`src/rtl/s_axis_cc_arbiter.sv`:
```
// Packet-granular round-robin arbiter merging two completer-completion AXI-Stream
// sources onto the single CC input of the PCIe adapter, with per-port TLP counters.
module s_axis_cc_arbiter #(
  parameter int DATA_WIDTH = 256,
  parameter int KEEP_WIDTH = DATA_WIDTH / 8
) (
  input  logic                  user_clk,
  input  logic                  user_reset,

  input  logic [DATA_WIDTH-1:0] s0_axis_cc_tdata,
  input  logic [KEEP_WIDTH-1:0] s0_axis_cc_tkeep,
  input  logic                  s0_axis_cc_tlast,
  input  logic [3:0]            s0_axis_cc_tuser,
  input  logic                  s0_axis_cc_tvalid,
  output logic                  s0_axis_cc_tready,

  input  logic [DATA_WIDTH-1:0] s1_axis_cc_tdata,
  input  logic [KEEP_WIDTH-1:0] s1_axis_cc_tkeep,
  input  logic                  s1_axis_cc_tlast,
  input  logic [3:0]            s1_axis_cc_tuser,
  input  logic                  s1_axis_cc_tvalid,
  output logic                  s1_axis_cc_tready,

  output logic [DATA_WIDTH-1:0] m_axis_cc_tdata,
  output logic [KEEP_WIDTH-1:0] m_axis_cc_tkeep,
  output logic                  m_axis_cc_tlast,
  output logic [3:0]            m_axis_cc_tuser,
  output logic                  m_axis_cc_tvalid,
  input  logic                  m_axis_cc_tready,

  output logic [1:0]            grant,
  output logic [15:0]           pkt_cnt0,
  output logic [15:0]           pkt_cnt1
);

  typedef enum logic [1:0] {
    IDLE = 2'd0,
    GNT0 = 2'd1,
    GNT1 = 2'd2
  } state_e;

  localparam logic [15:0] CNT_MAX = 16'hFFFF;

  state_e      state_q, state_d;
  logic        last_q, last_d;
  logic [15:0] pkt_cnt0_q, pkt_cnt0_d;
  logic [15:0] pkt_cnt1_q, pkt_cnt1_d;

  logic        xfer0, xfer1;

  assign xfer0 = (state_q == GNT0) && s0_axis_cc_tvalid && m_axis_cc_tready;
  assign xfer1 = (state_q == GNT1) && s1_axis_cc_tvalid && m_axis_cc_tready;

  // last resets to 1 so that port 0 wins the first tie after reset.
  always_ff @(posedge user_clk) begin
    if (user_reset) begin
      state_q    <= IDLE;
      last_q     <= 1'b1;
      pkt_cnt0_q <= 16'd0;
      pkt_cnt1_q <= 16'd0;
    end else begin
      state_q    <= state_d;
      last_q     <= last_d;
      pkt_cnt0_q <= pkt_cnt0_d;
      pkt_cnt1_q <= pkt_cnt1_d;
    end
  end

  always_comb begin
    state_d    = state_q;
    last_d     = last_q;
    pkt_cnt0_d = pkt_cnt0_q;
    pkt_cnt1_d = pkt_cnt1_q;
    case (state_q)
      IDLE: begin
        if (s0_axis_cc_tvalid && s1_axis_cc_tvalid) begin
          state_d = last_q ? GNT0 : GNT1;
        end else if (s0_axis_cc_tvalid) begin
          state_d = GNT0;
        end else if (s1_axis_cc_tvalid) begin
          state_d = GNT1;
        end
      end
      GNT0: begin
        if (xfer0 && s0_axis_cc_tlast) begin
          state_d = IDLE;
          last_d  = 1'b0;
          if (pkt_cnt0_q != CNT_MAX) begin
            pkt_cnt0_d = pkt_cnt0_q + 16'd1;
          end
        end
      end
      GNT1: begin
        if (xfer1 && s1_axis_cc_tlast) begin
          state_d = IDLE;
          last_d  = 1'b1;
          if (pkt_cnt1_q != CNT_MAX) begin
            pkt_cnt1_d = pkt_cnt1_q + 16'd1;
          end
        end
      end
      default: state_d = IDLE;
    endcase
  end

  // The datapath is a pure mux on the registered owner, so it adds no latency.
  always_comb begin
    m_axis_cc_tdata   = '0;
    m_axis_cc_tkeep   = '0;
    m_axis_cc_tlast   = 1'b0;
    m_axis_cc_tuser   = 4'd0;
    m_axis_cc_tvalid  = 1'b0;
    s0_axis_cc_tready = 1'b0;
    s1_axis_cc_tready = 1'b0;
    grant             = 2'b00;
    case (state_q)
      GNT0: begin
        m_axis_cc_tdata   = s0_axis_cc_tdata;
        m_axis_cc_tkeep   = s0_axis_cc_tkeep;
        m_axis_cc_tlast   = s0_axis_cc_tlast;
        m_axis_cc_tuser   = s0_axis_cc_tuser;
        m_axis_cc_tvalid  = s0_axis_cc_tvalid;
        s0_axis_cc_tready = m_axis_cc_tready;
        grant             = 2'b01;
      end
      GNT1: begin
        m_axis_cc_tdata   = s1_axis_cc_tdata;
        m_axis_cc_tkeep   = s1_axis_cc_tkeep;
        m_axis_cc_tlast   = s1_axis_cc_tlast;
        m_axis_cc_tuser   = s1_axis_cc_tuser;
        m_axis_cc_tvalid  = s1_axis_cc_tvalid;
        s1_axis_cc_tready = m_axis_cc_tready;
        grant             = 2'b10;
      end
      default: ;
    endcase
  end

  assign pkt_cnt0 = pkt_cnt0_q;
  assign pkt_cnt1 = pkt_cnt1_q;

endmodule

```
`config.mk`:
```
export PLATFORM = sky130hd
export DESIGN_NAME = s_axis_cc_arbiter
export DESIGN_NICKNAME = d
export VERILOG_FILES = /design/src/rtl/s_axis_cc_arbiter.sv
export SDC_FILE = /design/constraint.sdc
export NUM_CORES = 1
export LEC_CHECK = 0
export CAP_MARGIN = 20
export CORE_AREA = 2 2 360 362
export DETAILED_ROUTE_END_ITERATION = 16
export DIE_AREA = 0 0 362 364
export GPL_TIMING_DRIVEN = 0
export PLACE_DENSITY = 0.35
export SLEW_MARGIN = 20
export SYNTH_ARGS = -nofsm -noshare
export SYNTH_HDL_FRONTEND = slang
export SYNTH_SLANG_ARGS = --single-unit
```
`constraint.sdc`:
```
create_clock -name user_clk -period 6.3 [get_ports user_clk]
set_input_delay 1.26 -clock user_clk [delete_from_list [all_inputs] [get_ports user_clk]]
set_output_delay 1.26 -clock user_clk [all_outputs]
set_load 0.02 [all_outputs]
```
== Word level (Yosys, flattened, before mapping) ==
Cells that the tools add are included.

* Flip-flop bits (word level): 35
* Bits of input ports: 591
* Word-level logic and storage cells: 44
* Output and inout bits: 330

* Reductions and logical operators: 13
* Eq/ne operators: 7
* $add $sub $neg: 2
* Mux-type cells: 18

{| class="wikitable"
|+ Operators by type and width
! operator !! count
|-
| one-hot mux 256 bit (2 select lines) || 1
|-
| one-hot mux 32 bit (2 select lines) || 1
|-
| adder 16 x 1 -> 16 bit (second input constant) || 2
|-
| inequality test 16 bit (second input constant) || 2
|-
| 2-to-1 mux 2 bit || 6
|-
| AND reduction 3 bit || 4
|-
| one-hot mux 4 bit (2 select lines) || 1
|-
| logical AND 1 bit || 7
|-
| one-hot mux 1 bit (2 select lines) || 3
|-
| one-hot mux 2 bit (3 select lines) || 1
|-
| 2-to-1 mux 1 bit || 4
|-
| inequality test 2 x 1 -> 1 bit (second input constant) || 2
|-
| inequality test 4 bit (second input constant) || 1
|-
| one-hot mux 2 bit (2 select lines) || 1
|-
| == test 2 x 1 -> 1 bit (second input constant) || 1
|-
| == test 2 bit (second input constant) || 1
|-
| logical NOT 2 bit || 1
|-
| nonzero test 2 bit || 1
|}

== Longest topological paths before layout ==
* Word-level depth: 6
* Depth in mapped cells: 9
* Depth with buffers taken out: 6

== Worst setup path before layout ==
No wires, ideal clock.

* Kind: reg2out
* From: reg state_q[1]
* To: out m_axis_cc_tdata[144]
* Buffers on the path: 3
* Data required time: 5.040 ns
* Data arrival time: 1.814 ns
* Setup slack: 3.226 ns
* Cell stages (with the launch flop): 8
* Path through: dfxtp_1 inv_1 ha_1 clkbuf_1 clkbuf_1 clkbuf_1 a22oi_1 nor2b_1

* Word-level cells in the longest chain between the ends: 2
* Elaborated cells between the ends (all ways): 3
* Classes of those cells: eq/ne: 2; mux: 1

{| class="wikitable"
|+ Ends and longest elaborated chain
! element !! RTL line !! source
|-
| from (decl) || 44 || <nowiki>state_e state_q, state_d;</nowiki>
|-
| from (signal assigned) || 62 || <nowiki>state_q <= state_d;</nowiki>
|-
| == test 2 bit / == test 2 x 1 -> 1 bit (equally long branches) || 116 || <nowiki>case (state_q)</nowiki>
|-
| one-hot mux 256 bit (2 select lines) * || 116 ||
|-
| to (decl) || 24 || <nowiki>output logic [DATA_WIDTH-1:0] m_axis_cc_tdata,</nowiki>
|}

Mark *: on every way between the ends. The rest lies on a longest branch, timed or not.

== Worst setup path after layout ==
* From: reg state_q[1]
* To: out m_axis_cc_tkeep[16]

* Word-level cells in the longest chain between the ends: 2
* Elaborated cells between the ends (all ways): 3
* Classes of those cells: eq/ne: 2; mux: 1

{| class="wikitable"
|+ Ends and longest elaborated chain
! element !! RTL line !! source
|-
| == test 2 bit / == test 2 x 1 -> 1 bit (equally long branches) || 116 ||
|-
| one-hot mux 32 bit (2 select lines) * || 116 ||
|-
| to (decl) || 25 || <nowiki>output logic [KEEP_WIDTH-1:0] m_axis_cc_tkeep,</nowiki>
|}

Marks and branches as above.

==> flow_summary.json <==
{
  "status": "finished clean",
  "synthTopCellsByArea": "a22oi_1 35%, nor2b_1 30%, dfxtp_1 11%, clkbuf_1 6.2%, a21oi_1 1.6%",
  "grt_pass1_wl_um": 125000,
  "met1_length_um": 44900,
  "drv_cap": 0,
  "dp_hpwl_um": 91700,
  "cts_tree": "built",
  "finClkSkew_ps": 4.81,
  "grt_start_max_net_pins": 11,
  "row_count": 132,
  "path_max_fanout": 12,
  "routed_wirelength_um": 102000,
  "power.share.clock_pct": 8.2,
  "track_usage_pct": 14.5,
  "worstSetupStartpoint": "state_q[1]$_SDFFE_PP0P_",
  "synth_edf_count": 0,
  "dominantRegCellSynth": "dfxtp_1",
  "p_leak_nw": 4.92,
  "power_density_nw_per_um2": 162,
  "worst_path_largest_cell_delay_ps": 900,
  "crit_required_ps": 5040,
  "cp.arrival_ps": 4620,
  "met2RoutedLength_um": 43800,
  "htreeDepth": 2,
  "core_area_um2": 128000,
  "cts-resized-gates": 0,
  "hold_start": "pkt_cnt0[15]$_SDFFE_PP0P_",
  "report.power.total_mw": 2.89,
  "hold_violations": 0,
  "ctsHoldBuffers": 0,
  "power_frac_seq_pct": 7.9,
  "fin_setup_tns_ps": 0,
  "p_int_mw": 1.39,
  "dr.first_iter.drc_count": 725,
  "slew_viol_final": 0,
  "initial_core_util_pct": 4.92,
  "rsz0062_at_grt": "no",
  "gp_congestion": 0.926,
  "antenna_found_initial": 37,
  "worst_pin_slew_ps": 1230,
  "die_h_um": 364,
  "syn_area_um2": 6310,
  "syn_to_final_growth_pct": 183,
  "dp_cells": 3514,
  "ys_async_sr_fraction_pct": 0,
  "layout-drive-gt1-share_pct": 1.46,
  "end_kind": "output port",
  "ys_ff_latch": 35,
  "path_cells": "inv_1, ha_1, clkbuf_1, clkbuf_1, clkbuf_1, a22oi_1, nor2b_1, clkdlybuf4s50_1",
  "cp_slowest_cell": "clkbuf_1",
  "yosys_warnings": 0,
  "worstSkewPairLatency_ps": 280,
  "whs_ps": 499,
  "dr_wl_met3_um": 11000,
  "netSwitchingFraction_pct": 51.9,
  "fmax_mhz": 170,
  "overflow": 0,
  "critPathKind": "flop to output port",
  "r2r_start": "state_q[1]$_SDFFE_PP0P_",
  "clock-sinks": 35,
  "num_vias": 11700,
  "top_layer_used": "met5",
  "crit_path_frequent_cell": "clkbuf_1",
  "fin_crit_sh_pct": 93.4,
  "drtPass1Iterations": 7,
  "post_cts_buffers": 0,
  "route.detailed.drc": 0,
  "yosys.cell_types.count": 39,
  "cts_buffer_depth": 2,
  "n_fill_cell": 14800,
  "startpoint_type": "flop",
  "fin_crit_ps": 5880,
  "switching_power_mw": 1.50,
  "cts_inserted_buffers": 5,
  "finalSetupViolCount": 0,
  "nets": 2445,
  "syn_area_per_cell_um2": 6.92,
  "clkTransAtPathRegs_ps": 50,
  "grt_pass1_vias": 11800,
  "io_buffers": 920,
  "hp-class": "flop to flop",
  "yosys.area.top_type": "a22oi_1",
  "ir_worst_vdd_mv": 0.0689,
  "fp.dieW_um": 362,
  "die_area_um2": 132000,
  "combPwrFrac_pct": 83.9,
  "io_pins": 921,
  "wl_per_cell_um": 28.8,
  "synthCells": 912,
  "ant_nets": 0,
  "viasPerCell": 3.30,
  "synth_top_area_share_pct": 35.0,
  "yosysSeqAreaShare_pct": 11.1,
  "slew-limit-headroom_pct": 18.3,
  "final_cells": 3541,
  "synth.net_count": 1510,
  "root_buffer": "clkbuf_16"
}
## final cells by class
cell class | instances | area (um^2) | area share, %
Timing Repair Buffer | 928 | 9290 | 52.0
Multi-Input combinational cell | 761 | 5180 | 28.9
Tap cell | 1675 | 2100 | 11.7
Sequential cell | 35 | 701 | 3.92
Buffer | 108 | 410 | 2.29
Clock buffer | 6 | 129 | 0.721
Antenna cell | 20 | 50.0 | 0.280
Inverter | 8 | 30.0 | 0.168
## metal layers
| metal | track usage [%] | vias up |
|---|---|---|
| li1 | - | 5318 |
| met1 | 19.0 | 5658 |
| met2 | 21.6 | 655 |
| met3 | 5.98 | 56 |
| met4 | 3.94 | 6 |
| met5 | 0 | - |
## critical path, delay by kind of cell, from the launching register on
kind | cells | cell delay (ps)
AOI/OAI and AO/OA | 1 | 140
DFF | 1 | 340
buffers and inverters | 5 | 3120
and+or+nand+nor | 1 | 520
adders and majority gates | 1 | 210
## state kept, by name (all words and copies together) (netlist names)
register and cells:
pkt_cnt0 16, pkt_cnt1 16, state_q 2, last_q 1
## layout by cell type, fill, tap and decap left out, types with 2 or more instances in the layout
| master | n |
|---|---|
| o31ai_1 | 12 |
| and2_1 | 2 |
| nand3_1 | 14 |
| a211oi_1 | 3 |
| nand2b_1 | 2 |
| o41ai_1 | 2 |
| mux2i_1 | 4 |
| nand2_1 | 9 |
| buf_6 | 4 |
| ha_1 | 7 |
| mux2_2 | 6 |
| a31oi_1 | 2 |
| nor3_1 | 5 |
| buf_4 | 3 |
| nand4_1 | 11 |
| clkbuf_2 | 2 |
| diode_2 | 20 |
| a22oi_1 | 293 |
| dfxtp_1 | 35 |
| nor4_1 | 6 |
| nor2_1 | 17 |
| o21ai_0 | 7 |
| clkbuf_16 | 5 |
| or2_1 | 2 |
| or4_1 | 12 |
| and3_1 | 3 |
| clkdlybuf4s50_1 | 920 |
| or3_1 | 5 |
| buf_2 | 2 |
| inv_1 | 8 |
| nor2b_1 | 302 |
| and4_1 | 3 |
| nor4_2 | 2 |
| clkbuf_1 | 104 |
| a21oi_1 | 20 |
## path summary, 6_finish.rpt
check,depth (start not counted),to,slack (ps)
max,8,m_axis_cc_tkeep[16],420
min,2,pkt_cnt0[15]$_SDFFE_PP0P_,500
max reg2reg,7,state_q[0]$_SDFFE_PP0P_,3340
min reg2reg,2,pkt_cnt0[15]$_SDFFE_PP0P_,500
## power groups by stage
stage | logic, mW | registers (mW) | clock network (mW)
after floorplan | 0.978 | 0.232 | 0
after global placement | 2.46 | 0.233 | 0
after detailed placement | 2.46 | 0.233 | 0
after CTS | 2.48 | 0.228 | 0.248
after global routing | 2.57 | 0.228 | 0.254
final | 2.43 | 0.228 | 0.237
## synth_stat cells, drive strengths merged (5+ instances only)
master	number
a21oi	20
a22oi	294
clkbuf	105
dfxtp	35
ha	7
inv	8
mux2	6
nand2	9
nand3	14
nand4	12
nor2	17
nor2b	302
nor3	5
nor4	8
o21ai	7
o31ai	12
or3	5
or4	12
## logic make-up (layout without fill, tap and decap cells)
group	count (synthesis)	after routing	share of synthesized area [%]
AO/OA/AOI/OAI	346	346	40.1
adder cells (fa/ha/maj)	7	7	1.39
buffers and inverters	116	1050	6.94
flip-flops	35	35	11.1
multiplexers	10	10	1.70
other	0	20	0
AND/OR/NAND/NOR	398	398	38.8
## metrics by stage
stage | cell area [um^2] | util (%) | setup WS, ps
after floorplan | 6310 | - | 3230
after global placement | 17600 | 13.7 | 142
after detailed placement | 17700 | 13.8 | 510
after CTS | 17800 | 13.9 | 202
after global routing | 17900 | 13.9 | 250
final | 17900 | 13.9 | 416
(Power assumes the default switching activity.)
